[config.mk]
export PLATFORM = sky130hd
export DESIGN_NAME = o9_mem_master
export DESIGN_NICKNAME = d
export VERILOG_FILES = /design/src/rtl/o9_mem_pkg.sv /design/src/rtl/o9_rd_slot.sv /design/src/rtl/o9_mem_master.sv
export SDC_FILE = /design/constraint.sdc
export NUM_CORES = 1
export LEC_CHECK = 0
export CORE_UTILIZATION = 38
export DETAILED_ROUTE_END_ITERATION = 7
export PLACE_DENSITY = 0.9
export SYNTH_ARGS = -nofsm -noshare
export SYNTH_HDL_FRONTEND = slang
export SYNTH_SLANG_ARGS = --single-unit
[constraint.sdc]
create_clock -name clock -period 3.7 [get_ports clock]
set_clock_uncertainty 0.05 [all_clocks]
set_input_delay 0.555 -clock clock [delete_from_list [all_inputs] [get_ports clock]]
set_output_delay 0.555 -clock clock [all_outputs]
set_load 0.02 [all_outputs]
[src/rtl/o9_mem_pkg.sv]
// Shared types, default widths and address helpers for the O9 RAM initiator.
package o9_mem_pkg;

  localparam int unsigned O9_DATA_W = 32;
  localparam int unsigned O9_ADDR_W = 16;
  localparam int unsigned O9_DEPTH  = 1024;
  localparam int unsigned O9_LEN_W  = 8;

  typedef enum logic [1:0] {
    IDLE = 2'd0,
    WR   = 2'd1,
    RD   = 2'd2
  } o9_state_e;

  // Next word address, wrapping from depth-1 back to 0.
  function automatic logic [31:0] addr_wrap_inc(input logic [31:0] addr,
                                                input logic [31:0] depth);
    return (addr >= depth - 32'd1) ? 32'd0 : addr + 32'd1;
  endfunction

endpackage

[src/rtl/o9_rd_slot.sv]
// Single-entry valid/ready output register for read beats, with last flag.
module o9_rd_slot
  import o9_mem_pkg::*;
#(
  parameter int unsigned DATA_W = O9_DATA_W
) (
  input  logic              clock,
  input  logic              reset,
  input  logic              load,
  input  logic [DATA_W-1:0] load_data,
  input  logic              load_last,
  input  logic              rd_ready,
  output logic              rd_valid,
  output logic [DATA_W-1:0] rd_data,
  output logic              rd_last,
  output logic              free_c
);

  // Slot can accept a new beat when empty or being drained this cycle.
  assign free_c = !rd_valid || rd_ready;

  // Load takes priority; a drain without a load empties the slot.
  always_ff @(posedge clock or posedge reset) begin
    if (reset) begin
      rd_valid <= 1'b0;
      rd_data  <= '0;
      rd_last  <= 1'b0;
    end else if (load) begin
      rd_valid <= 1'b1;
      rd_data  <= load_data;
      rd_last  <= load_last;
    end else if (rd_valid && rd_ready) begin
      rd_valid <= 1'b0;
      rd_last  <= 1'b0;
    end
  end

endmodule

[src/rtl/o9_mem_master.sv]
// Burst read/write initiator for the O9 single-port word RAM.
// Optional beat statistics counters are enabled by defining O9_MEM_STATS_EN.
module o9_mem_master
  import o9_mem_pkg::*;
#(
  parameter int unsigned DATA_W = O9_DATA_W,
  parameter int unsigned ADDR_W = O9_ADDR_W,
  parameter int unsigned DEPTH  = O9_DEPTH,
  parameter int unsigned LEN_W  = O9_LEN_W
) (
  input  logic              clock,
  input  logic              reset,
  input  logic              req_valid,
  output logic              req_ready,
  input  logic              req_write,
  input  logic [ADDR_W-1:0] req_addr,
  input  logic [LEN_W-1:0]  req_len,
  input  logic              wd_valid,
  output logic              wd_ready,
  input  logic [DATA_W-1:0] wd_data,
  output logic              rd_valid,
  input  logic              rd_ready,
  output logic [DATA_W-1:0] rd_data,
  output logic              rd_last,
  output logic              done,
  output logic              err,
  output logic [ADDR_W-1:0] mem_address,
  output logic [DATA_W-1:0] mem_data,
  output logic              mem_wren,
  input  logic [DATA_W-1:0] mem_q,
  output logic [31:0]       stat_rd,
  output logic [31:0]       stat_wr
);

  o9_state_e         state;
  logic [ADDR_W-1:0] cur_addr;
  logic [ADDR_W-1:0] addr_hold;
  logic [DATA_W-1:0] data_hold;
  logic [LEN_W-1:0]  cnt;
  logic              wr_beat_c;
  logic              slot_free_c;
  logic              slot_load_c;
  logic [ADDR_W-1:0] next_addr_c;

  // Write beats go straight to the RAM port in the handshake cycle.
  assign wr_beat_c   = (state == WR) && wd_valid && wd_ready;
  assign slot_load_c = (state == RD) && slot_free_c;
  assign next_addr_c = ADDR_W'(addr_wrap_inc(32'(cur_addr), 32'(DEPTH)));

  // RAM port: active address during a burst, last value held while idle.
  assign mem_wren    = wr_beat_c;
  assign mem_address = (state == IDLE) ? addr_hold : cur_addr;
  assign mem_data    = wr_beat_c ? wd_data : data_hold;

  // Command, write-beat and read-load sequencing with registered handshakes.
  always_ff @(posedge clock or posedge reset) begin
    if (reset) begin
      state     <= IDLE;
      cur_addr  <= '0;
      cnt       <= '0;
      addr_hold <= '0;
      data_hold <= '0;
      req_ready <= 1'b1;
      wd_ready  <= 1'b0;
      done      <= 1'b0;
      err       <= 1'b0;
    end else begin
      done      <= 1'b0;
      err       <= 1'b0;
      addr_hold <= mem_address;
      data_hold <= mem_data;
      case (state)
        IDLE: begin
          if (req_valid && req_ready) begin
            cur_addr <= req_addr;
            cnt      <= req_len;
            if (32'(req_addr) >= DEPTH) begin
              err <= 1'b1;
            end else if (req_write) begin
              state     <= WR;
              req_ready <= 1'b0;
              wd_ready  <= 1'b1;
            end else begin
              state     <= RD;
              req_ready <= 1'b0;
            end
          end
        end
        WR: begin
          if (wr_beat_c) begin
            if (cnt == '0) begin
              state     <= IDLE;
              req_ready <= 1'b1;
              wd_ready  <= 1'b0;
              done      <= 1'b1;
            end else begin
              cnt      <= cnt - LEN_W'(1);
              cur_addr <= next_addr_c;
            end
          end
        end
        RD: begin
          if (slot_load_c) begin
            if (cnt == '0) begin
              state     <= IDLE;
              req_ready <= 1'b1;
              done      <= 1'b1;
            end else begin
              cnt      <= cnt - LEN_W'(1);
              cur_addr <= next_addr_c;
            end
          end
        end
        default: begin
          state     <= IDLE;
          req_ready <= 1'b1;
          wd_ready  <= 1'b0;
        end
      endcase
    end
  end

  o9_rd_slot #(
    .DATA_W(DATA_W)
  ) u_rd_slot (
    .clock    (clock),
    .reset    (reset),
    .load     (slot_load_c),
    .load_data(mem_q),
    .load_last(cnt == '0),
    .rd_ready (rd_ready),
    .rd_valid (rd_valid),
    .rd_data  (rd_data),
    .rd_last  (rd_last),
    .free_c   (slot_free_c)
  );

`ifdef O9_MEM_STATS_EN
  logic rd_pop_c;
  assign rd_pop_c = rd_valid && rd_ready;

  // Saturating counters of read and write beat handshakes.
  always_ff @(posedge clock or posedge reset) begin
    if (reset) begin
      stat_rd <= '0;
      stat_wr <= '0;
    end else begin
      if (rd_pop_c && (stat_rd != 32'hFFFF_FFFF)) stat_rd <= stat_rd + 32'd1;
      if (wr_beat_c && (stat_wr != 32'hFFFF_FFFF)) stat_wr <= stat_wr + 32'd1;
    end
  end
`else
  assign stat_rd = '0;
  assign stat_wr = '0;
`endif

endmodule

==> results summary <==
The number of iterations in the first detailed-routing pass came out at 4. The critical path required time is 3.09 ns. The power density normalized to cell area came out at 328 nW/um^2. The width of the die is 120 um. The final max-slew violation count is 0. The flow ran to the end, and the final reports show no timing, DRC or antenna violations. The class of the tightest hold or removal check is reg2reg. The maximum clock rate is 0.310 GHz. By count the netlist is led by sky130_fd_sc_hd__dfrtp_1 (111), sky130_fd_sc_hd__mux2_2 (80), sky130_fd_sc_hd__buf_4 (65).

The via count of the first global-routing pass is 3862. The post-DP HPWL came out at 9310 um. The H-tree was split into 3 levels.

For hold timing, the worst endpoint is req_ready. The starting utilization of the core area came out at 39.3%. The count of buffers added by post-CTS timing repair for setup is 0. The routed wirelength normalized by instance count came out at 15.6 um.

The mean instance size in the synthesized netlist came out at 11.9 um^2. The worst setup path is launched from a flip-flop. The area of combinational cells with multiple inputs came out at 2090 um^2. The total congestion overflow after global routing is 0.

The overall via count from detail_route came out at 3835. The share of the Yosys chip area taken by registers is 53.3%. The DRC violation count after routing is 0. In the post-synthesis netlist, the cell with the most instances is sky130_fd_sc_hd__dfrtp_1. The critical path arrival is 2.62 ns. The cell at the root of the clock tree is sky130_fd_sc_hd__clkbuf_16.

The number of buffers inserted by hold repair at cts is 0. The post-route fraction of the period consumed by the critical path is 87.1%. The share of async-settable or async-resettable flops after synthesis came out at 100%. For the pin with the worst max-slew slack, the measured transition is 1.05 ns. The total wire length after detailed routing came out at 12500 um. The clock latency of the later-clocked register in the worst-skew pair is 0.35 ns. In this design, the stage delay of the slowest critical-path cell is 0.75 ns. The maximum resistive drop on vdd is 0.255 mV.

Yosys attributes the largest share of cell area to sky130_fd_sc_hd__dfrtp_1 (53%), sky130_fd_sc_hd__mux2_2 (17%), sky130_fd_sc_hd__buf_4 (9.3%), sky130_fd_sc_hd__nand2_1 (2.1%), sky130_fd_sc_hd__a21oi_1 (1.7%). The number of antenna diodes came out at 0. The leakage power came out at 3.46 nW. The register-to-register setup slack is 0.73 ns. The ratio of cells with drive above 1 in the final layout came out at 17.5%.

The launch instance of the worst register-to-register path is state[0]. The most used flip-flop cell after synthesis is sky130_fd_sc_hd__dfrtp_1. The pin count of the biggest net entering global routing is 64. The total die area came out at 14300 um^2. The maximum number of buffers from clock root to sink is 2. The critical path depth came out at 4. The number of synthesized register bits came out at 112. Row generation in the floorplan step produced 42 rows. The largest fanout of any net on the critical path is 19. The first global-routing pass estimated 20100 um of wire.

The source of the worst hold timing path is req_ready. The shortest clock period the worst path allows after layout is 3.22 ns. The cell count after synthesis is 441.

The final non-filler cell area is 7320 um^2. The cell area after placement came out at 7020 um^2. The overall power consumption came out at 2.40 mW.

The synthesized design devotes to its leading area cell type 52.8% of total area. The start-to-end type of the worst setup path is reg2out. The remaining antenna violation count after routing is 0.

245 I/O pins were placed. The number of nets in the layout came out at 717. The count of clock tree sinks is 112. Once layout is complete, the cells apart from fillers number 799. The utilization of the core after routing came out at 54.6%.

The total clock buffers created by CTS is 9. In this run the cell area of the synthesized design comes to 5260 um^2. TritonCTS built the clock tree. The DRC violation total after the first TritonRoute iteration came out at 148.

Setup repair after global routing left no endpoint under its margin. The worst reg-to-reg path cell count came out at 6. The count of different cell masters after synthesis came out at 52. The kind of capture point of the worst setup path is an output pin. The number of antenna violations at the first check in global routing came out at 0. The number of enable-type register cells in the synthesized netlist is 0. Setup violations remaining at the end of the flow were counted as 0.

The area overhead of the layout relative to synthesis came out at 39.1%. The cell family contributing the most delay on the critical path is adder cells. The hold violation count in the final report is 0. Of all cell types, the one taking the most synthesized area is sky130_fd_sc_hd__dfrtp_1.

The number of buffer cells added on primary ports came out at 180. The buffering stage count on the worst path with inverters included is 2. The synthesis warning total is 0. On the critical path, the stage with the largest delay is an instance of sky130_fd_sc_hd__ha_1. Clock-pin slew was measured on the worst setup and hold paths at 0.07 ns. The number of maximum-capacitance violations came out at 0.

The capture instance of the worst register-to-register path is cur_addr[7]. The ratio of routed vias to standard cells is 4.80. The cell count after placement came out at 783.

The critical path goes through inv_1, ha_1, mux2_2, clkdlybuf4s50_1. Registers take 2800 um^2. The final total negative setup slack came out at 0 ns.

The die height came out at 120 um. The total of cells resized after clock tree synthesis is 0. In this run the tightest slew margin relative to its limit is 30.0%. The hold path depth came out at 2. The total core area is 13400 um^2. The final weighted congestion of routability-driven global placement is 0.821.

The number of fill cells came out at 1144. The overall fraction of global-route tracks in use is 18.2%.
logic make-up after synthesis:
logic type,count (synthesis),synth area share (%)
AOI/OAI and AO/OA,68,8.56
adders and majority gates,5,1.19
buffers and inverters,94,11.6
DFF,112,53.3
muxes,83,17.7
other,1,0.0713
and+or+nand+nor,78,7.56
through the flow:
step / hold slack [ns] / worst slack [ns]
2_1_floorplan: 0.418 / 0.138
3_3_place_gp: 0.412 / 0.662
3_5_place_dp: 0.412 / 0.592
4_1_cts: 0.437 / 0.435
5_1_grt: 0.459 / 0.346
6_report: 0.437 / 0.479
layout make-up:
class                   count  share of cell area [%]
flip-flops and latches    112                    38.3
multi-input cells         298                    28.5
repair buffers            185                    25.5
clock buffers              10                    3.13
well taps                 176                    3.01
clock inverters             6                   0.940
inverters                  12                   0.649
placed cells by master (no fill, tap or decap), types with 3 or more instances in the layout:
cell / instances
sky130_fd_sc_hd__dfrtp_1: 111
sky130_fd_sc_hd__clkdlybuf4s50_1: 180
sky130_fd_sc_hd__a21oi_1: 18
sky130_fd_sc_hd__mux2i_1: 3
sky130_fd_sc_hd__and3_1: 3
sky130_fd_sc_hd__nor2_1: 10
sky130_fd_sc_hd__conb_1: 64
sky130_fd_sc_hd__nand2b_1: 6
sky130_fd_sc_hd__mux2_2: 80
sky130_fd_sc_hd__nand2_1: 29
sky130_fd_sc_hd__a22o_1: 3
sky130_fd_sc_hd__o21ai_1: 10
sky130_fd_sc_hd__o2bb2ai_1: 3
sky130_fd_sc_hd__nand3_1: 6
sky130_fd_sc_hd__ha_1: 5
sky130_fd_sc_hd__o21ai_0: 10
sky130_fd_sc_hd__clkbuf_16: 9
sky130_fd_sc_hd__inv_1: 11
sky130_fd_sc_hd__buf_4: 3
sky130_fd_sc_hd__nor3_1: 7
power by group:
group	switching, mW	internal [mW]
Combinational	0.104	0.0933
Clock	0.452	0.530
Sequential	0.000102	1.22
Total	0.557	1.85
flip-flops by register name, indices dropped and copies added (netlist names):
name / cells
req_ready: 1
done: 1
cnt: 8
addr_hold: 16
err: 1
state: 2
wd_ready: 1
u_rd_slot.rd_data: 32
cur_addr: 16
u_rd_slot.rd_valid: 1
data_hold: 32
u_rd_slot.rd_last: 1
worst reg2reg max path, cell delays in order (launching register included):
cell and delay, ns:
sky130_fd_sc_hd__dfrtp_1 0.36, sky130_fd_sc_hd__inv_1 0.08, sky130_fd_sc_hd__ha_1 0.51, sky130_fd_sc_hd__a222oi_1 0.69
sky130_fd_sc_hd__o211a_1 0.70, sky130_fd_sc_hd__o21ai_1 0.16, sky130_fd_sc_hd__a211o_1 0.32
worst max path at each step:
stage / end / start
final: mem_address[14] / state[0]
after global routing: mem_address[14] / state[0]
after CTS: mem_address[14] / state[0]
after detailed placement: mem_data[20] / wd_valid
after global placement: mem_data[15] / wd_valid
after floorplan: addr_hold[0] / reset
metal layers:
layer / global-route usage (%) / vias up / wire (um)
met4: 4.61 / 0 / 145
li1: - / 1774 / -
met2: 31.5 / 154 / 6380
met3: 6.42 / 14 / 939
met5: 0 / - / 0
met1: 21.4 / 1893 / 5030
Note: power is estimated with default switching activity, not from simulation.
